## src/rtl/router_sync_n.sv

```systemverilog
// ---------------------------------------------------------------------------
// router_sync_n
//
// Synchroniser between the router FSM and NUM_CH output FIFOs.
//   * Latches the destination address decoded by the FSM.
//   * Steers a one-hot write enable to the selected FIFO.
//   * Returns the selected FIFO's full flag to the FSM.
//   * Derives per-channel vld_out from the FIFO empty flags.
//   * Runs an independent read-timeout watchdog per channel. When a FIFO
//     holds data that nobody reads, the watchdog pulses soft_reset to
//     flush it.
//
// Parameters
//   NUM_CH   number of output channels, 2..16
//   ADDR_W   width of the address field, >= $clog2(NUM_CH)
//   TIMEOUT  watchdog terminal count, 1..2**TMR_W-1
//   TMR_W    watchdog counter width
//
// Ports
//   clk            rising-edge clock
//   reset          asynchronous, active-high reset
//   data_in        address field from the packet header
//   detect_add     FSM strobe: latch data_in as the destination
//   write_enb_reg  FSM write request for the current destination
//   full           per-FIFO full flags
//   empty          per-FIFO empty flags
//   read_enb       per-channel downstream read enables
//   write_enb      one-hot FIFO write enable
//   fifo_full      full flag of the selected FIFO
//   addr_valid     latched address is below NUM_CH
//   vld_out        per-channel data valid (~empty)
//   soft_reset     per-channel one-cycle FIFO flush pulse
//   status_clr     clear the sticky timeout flags (ROUTER_SYNC_STATUS_EN only)
//   to_status      sticky timeout flags (ROUTER_SYNC_STATUS_EN only)
//
// Optional feature
//   Define ROUTER_SYNC_STATUS_EN to add status_clr/to_status and the sticky
//   timeout status register. With it undefined, both ports and their logic
//   are absent.
// ---------------------------------------------------------------------------
module router_sync_n #(
    parameter int NUM_CH  = 3,
    parameter int ADDR_W  = $clog2(NUM_CH),
    parameter int TIMEOUT = 30,
    parameter int TMR_W   = 5
) (
    input  logic              clk,
    input  logic              reset,
    input  logic [ADDR_W-1:0] data_in,
    input  logic              detect_add,
    input  logic              write_enb_reg,
    input  logic [NUM_CH-1:0] full,
    input  logic [NUM_CH-1:0] empty,
    input  logic [NUM_CH-1:0] read_enb,
    output logic [NUM_CH-1:0] write_enb,
    output logic              fifo_full,
    output logic              addr_valid,
    output logic [NUM_CH-1:0] vld_out,
`ifdef ROUTER_SYNC_STATUS_EN
    output logic [NUM_CH-1:0] soft_reset,
    input  logic              status_clr,
    output logic [NUM_CH-1:0] to_status
`else
    output logic [NUM_CH-1:0] soft_reset
`endif
);

    // NUM_CH fits in ADDR_W+1 bits because NUM_CH <= 2**ADDR_W.
    localparam logic [ADDR_W:0]  ADDR_LIM = (ADDR_W + 1)'(NUM_CH);
    localparam logic [TMR_W-1:0] TMR_END  = TMR_W'(TIMEOUT);

    // -----------------------------------------------------------------------
    // Address register
    // -----------------------------------------------------------------------
    logic [ADDR_W-1:0] addr_q;
    logic [ADDR_W-1:0] addr_d;

    always_comb begin
        addr_d = addr_q;
        if (detect_add) begin
            addr_d = data_in;
        end
    end

    always_ff @(posedge clk or posedge reset) begin
        if (reset) begin
            addr_q <= '0;
        end else begin
            addr_q <= addr_d;
        end
    end

    // -----------------------------------------------------------------------
    // Write steering and full-flag mux (combinational from addr_q)
    // -----------------------------------------------------------------------
    // Decoding via a per-channel compare, rather than a shift or an indexed
    // select, keeps an out-of-range address from reaching any channel.
    always_comb begin
        addr_valid = ({1'b0, addr_q} < ADDR_LIM);
        write_enb  = '0;
        fifo_full  = 1'b0;
        for (int unsigned i = 0; i < NUM_CH; i++) begin
            if (addr_q == ADDR_W'(i)) begin
                write_enb[i] = write_enb_reg;
                fifo_full    = full[i];
            end
        end
    end

    assign vld_out = ~empty;

    // -----------------------------------------------------------------------
    // Per-channel read-timeout watchdog
    // -----------------------------------------------------------------------
    // A channel stalls when its FIFO holds data that is not being read. The
    // counter runs 0..TIMEOUT. On the stall edge that finds it at TIMEOUT,
    // it fires and wraps to 0, so a continued stall pulses every TIMEOUT+1
    // edges. Any non-stall edge clears it, including one that would fire.
    logic [NUM_CH-1:0][TMR_W-1:0] timer_q;
    logic [NUM_CH-1:0][TMR_W-1:0] timer_d;
    logic [NUM_CH-1:0]            soft_reset_q;
    logic [NUM_CH-1:0]            soft_reset_d;

    always_comb begin
        timer_d      = '0;
        soft_reset_d = '0;
        for (int unsigned i = 0; i < NUM_CH; i++) begin
            if (!empty[i] && !read_enb[i]) begin
                if (timer_q[i] == TMR_END) begin
                    soft_reset_d[i] = 1'b1;
                end else begin
                    timer_d[i] = timer_q[i] + 1'b1;
                end
            end
        end
    end

    always_ff @(posedge clk or posedge reset) begin
        if (reset) begin
            timer_q      <= '0;
            soft_reset_q <= '0;
        end else begin
            timer_q      <= timer_d;
            soft_reset_q <= soft_reset_d;
        end
    end

    assign soft_reset = soft_reset_q;

`ifdef ROUTER_SYNC_STATUS_EN
    // -----------------------------------------------------------------------
    // Sticky timeout status
    // -----------------------------------------------------------------------
    // The flag sets on the same edge that registers the soft_reset pulse. A
    // new timeout wins over a coincident clear.
    logic [NUM_CH-1:0] to_status_q;
    logic [NUM_CH-1:0] to_status_d;

    always_comb begin
        to_status_d = to_status_q;
        if (status_clr) begin
            to_status_d = '0;
        end
        to_status_d = to_status_d | soft_reset_d;
    end

    always_ff @(posedge clk or posedge reset) begin
        if (reset) begin
            to_status_q <= '0;
        end else begin
            to_status_q <= to_status_d;
        end
    end

    assign to_status = to_status_q;
`endif

endmodule

```

## config.mk

```make
export PLATFORM = sky130hd
export DESIGN_NAME = router_sync_n
export DESIGN_NICKNAME = d
export VERILOG_FILES = /design/src/rtl/router_sync_n.sv
export SDC_FILE = /design/constraint.sdc
export NUM_CORES = 1
export LEC_CHECK = 0
export ABC_AREA = 1
export CAP_MARGIN = 20
export CORE_UTILIZATION = 52
export CTS_CLUSTER_SIZE = 25
export DETAILED_ROUTE_END_ITERATION = 7
export PLACE_DENSITY = 0.82
export SLEW_MARGIN = 15
export SYNTH_ARGS = -nofsm -noshare
export SYNTH_HDL_FRONTEND = slang
export SYNTH_SLANG_ARGS = --single-unit
```

## constraint.sdc

```tcl
create_clock -name clk -period 2.5 [get_ports clk]
set_input_delay 0.25 -clock clk [delete_from_list [all_inputs] [get_ports clk]]
set_output_delay 0.25 -clock clk [all_outputs]
set_load 0.1 [all_outputs]
```

==> results.txt <==
----------------------------------------------------
[Synthesis]
  Top post-synthesis cells by area ... sky130_fd_sc_hd__dfrtp_1 46%, sky130_fd_sc_hd__inv_1 7.6%, sky130_fd_sc_hd__ha_1 6.9%
  Mean area per synthesized cell ... roughly 9.0 um2
  Flip-flop and latch count after synthesis ... 20
  Combined area of all synthesized cells ... 1090 um2
  Share of flip-flops with an asynchronous set or reset ... 100.0%
  Library cells used by synthesis ... 19
  Sequential share of the synthesized area ... 45.92%
  Top cell type by total area after synthesis ... sky130_fd_sc_hd__dfrtp_1
  Net Count, Synth ... 142
  Most repeated cell in the gate-level netlist after synthesis ... sky130_fd_sc_hd__inv_1
  Number of enable flip-flop cells after synthesis ... 0
  Yosys top cell area share ... a little under half
  Cell types with the highest counts after synthesis ... 22 x sky130_fd_sc_hd__inv_1, 20 x sky130_fd_sc_hd__dfrtp_1, 19 x sky130_fd_sc_hd__nand2_1
  Number of cells produced by synthesis ... around 120
  Leading register cell type out of synthesis ... sky130_fd_sc_hd__dfrtp_1
  Warnings, synthesis ... 0

[Power and ir drop]
  Clk pwr share ... between 30% and 40%
  Cell leakage power ... about 0.73 nW
  Switching pwr ... 0.2141 mW
  Fraction of power spent switching nets ... around 29%
  Worst voltage drop across the vdd grid ... 371.7 uV
  Sum of internal, switching and leakage power ... ~0.75 mW
  Share of total power in combinational logic ... between 15 and 20%
  Power per cell area ... 536.5 nW/um2
  Internal power contribution ... roughly 0.54 mW
  Part of the total power dissipated in sequential elements ... a little under half

[GRT]
  Pin count of the biggest net entering global routing ... 21
  Antenna violations before repair ... 0
  First-pass GRT wire length ... around 2.8 mm
  GRT Resource Usage Total ... 18.27%
  Overflow after GRT ... 0
  Via count of the first global-routing pass ... a little over 700

[Worst setup path]
  Largest incremental delay on the critical path ... ~0.43 ns
  Data required time of the critical path ... between 2 and 2.5 ns
  Largest fanout on the critical path ... 5
  Data arrival, critical path ... roughly 1.4 ns
  Gate family responsible for the most delay along the worst path ... buffers and inverters
  Depth of the worst register-to-register path ... 7
  Instance count on the critical path ... 3
  Type of origin of the critical path ... flip-flop
  Critical path's slowest cell ... sky130_fd_sc_hd__dfrtp_1
  Critical Path, Cell by Cell ... inv_1 > nor3_1 > buf_4
  Setup crit end kind ... output pin
  Setup CP Type ... flip-flop to output pin
  Count of buffer and inverter cells on the critical path ... 2

[CTS]
  Number of sinks on the clock net ... 20
  Clock network latency to the later pin of the worst-skew pair ... about 0.30 ns
  Largest buffer count on any clock path ... 2
  TritonCTS clock tree ... built
  Clock-pin slew on the worst setup and hold paths ... approximately 0.11 ns
  Cts bufs inserted ... 3
  CTS Hold Buffers Added ... 0
  H-tree depth ... 1
  Post-CTS resize count ... 0
  Cell chosen for the clock root ... sky130_fd_sc_hd__clkbuf_4
  Number of buffers inserted to repair setup after CTS ... 0

[Detailed routing]
  Count of TritonRoute iterations in the first routing pass ... 4
  Final WL ... 1.952 mm
  Initial DRC count ... 18
  Residual antenna-violating net count after detailed routing ... 0
  Wire length per cell ... between 10 and 15 um
  Number of vias after detailed routing ... about 850
  Number of remaining DRC errors ... 0
  Vias per std cell ... between 4 and 5

[Timing]
  Part of the cycle the worst path needs ... between 60 and 70%
  Period minus WS final ... about 1.6 ns
  Slew Viols, Final ... 0
  Worst Hold Slack ... approximately 0.35 ns
  Number of hold-slack violations in the final timing report ... 0
  Clock Skew ... ~0.0021 ns
  Slew Limit Headroom ... between 50% and 60%
  Setup repair after global routing missed its margin ... false
  Number of setup violations in the final report ... 0
  Maximum operating frequency ... between 0.6 and 0.7 GHz
  Accumulated negative setup slack ... 0 ns
  Slew at the pin closest to its max-slew limit ... ~0.73 ns

[Status]
  Status ... complete, no violations

[Floorplan]
  Starting density of the core ... between 50% and 60%
  Total die area ... 2283 um2
  Placement row count ... 16
  Chip Height ... ~48 um
  Top-level port count ... 26
  Die X ... between 40 and 50 um
  Floorplan Core Area ... 1962 um2

[Placed design]
  Sum of net half-perimeters after detailed placement ... ~1.6 mm
  Final Wtd Congestion ... 0.7948
  Buffers on Ports ... 25

[Layout]
  Inserted Diodes ... 0
  Area overhead of the layout relative to synthesis ... 28.36%
  Utilization after layout ... a little under three quarters
  Share of cells above drive strength 1 ... 26.00%
  Final nets ... 172

[Worst hold path]
  Hold/Removal Path Class ... primary input to asynchronous set/reset pin

[Flow run]
  Count of maximum capacitance violations ... 0

----------------------------------------------------
cells in the final DEF, fill, tap and decap left out, types with 4 or more instances in the layout:
cell                               n
sky130_fd_sc_hd__nand3_1          11
sky130_fd_sc_hd__inv_1            22
sky130_fd_sc_hd__buf_4            11
sky130_fd_sc_hd__nor2_1            9
sky130_fd_sc_hd__nand2_4           4
sky130_fd_sc_hd__nand2_1          19
sky130_fd_sc_hd__ha_1              6
sky130_fd_sc_hd__dfrtp_1          20
sky130_fd_sc_hd__nor2_2            8
sky130_fd_sc_hd__clkdlybuf4s50_1  14
final cells by class:
| type | count | area, um2 |
|---|---|---|
| clock buffer | 3 | 22.52 |
| clock inverter | 1 | 30.03 |
| fill | 174 | 563.0 |
| inverter | 24 | 90.09 |
| multi-input combinational | 77 | 499.2 |
| sequential | 20 | 500.5 |
| tap | 27 | 33.78 |
| timing repair buffer | 25 | 222.7 |
worst paths after layout:
kind,slack [ns],start,end
setup / recovery,0.88,addr_q[0],write_enb[1]
hold / removal,0.35,reset,soft_reset[2]
setup reg to reg,1.35,timer_q[10],timer_q[13]
hold reg to reg,0.49,timer_q[5],timer_q[5]
max in group asynchronous,1.69,reset,timer_q[11]
min in group clk,0.49,timer_q[5],timer_q[5]
metal layers:
layer | wire (um) | track usage (%) | up-vias | share of wire [%]
met1 | 822 | 22.17 | 401 | 42
met3 | 47 | 3.396 | 4 | 2.4
met4 | 35 | 8.333 | 0 | 1.8
met2 | 1047 | 31.35 | 14 | 54
li1 | - | - | 433 | -
met5 | 0 | 0 | - | 0
state kept, by name, summed over array words and instances, names as in the netlist:
register / count
timer_q: 15
soft_reset: 3
addr_q: 2
logic make-up (layout without fill, tap and decap cells):
logic type      count (synthesis)  after routing  share of synthesized area, %
buf+inv                        24             53                         8.267
flops                          20             20                         45.92
xor+xnor                        3              3                         2.411
compound gates                  4              4                         2.526
simple gates                   64             64                         33.98
fa+ha+maj                       6              6                         6.888
metrics by stage:
stage / std cells / cell area (um2) / setup WS (ns)
2_1_floorplan: 121 / 1090 / -0.2766
3_5_place_dp: 173 / 1346 / 1.029
5_1_grt: 177 / 1399 / 0.8031
3_3_place_gp: 173 / 1346 / 1.056
6_report: 177 / 1399 / 0.8774
4_1_cts: 177 / 1399 / 0.9089
power by group through the flow:
stage	Combinational (mW)	Clock, mW	Sequential [mW]
finish	0.148	0.263	0.340
global route	0.157	0.286	0.342
CTS	0.149	0.270	0.340
detailed placement	0.149	0	0.346
global placement	0.146	0	0.345
floorplan	0.101	0	0.344
No activity file was read; power rests on OpenSTA's default activity.
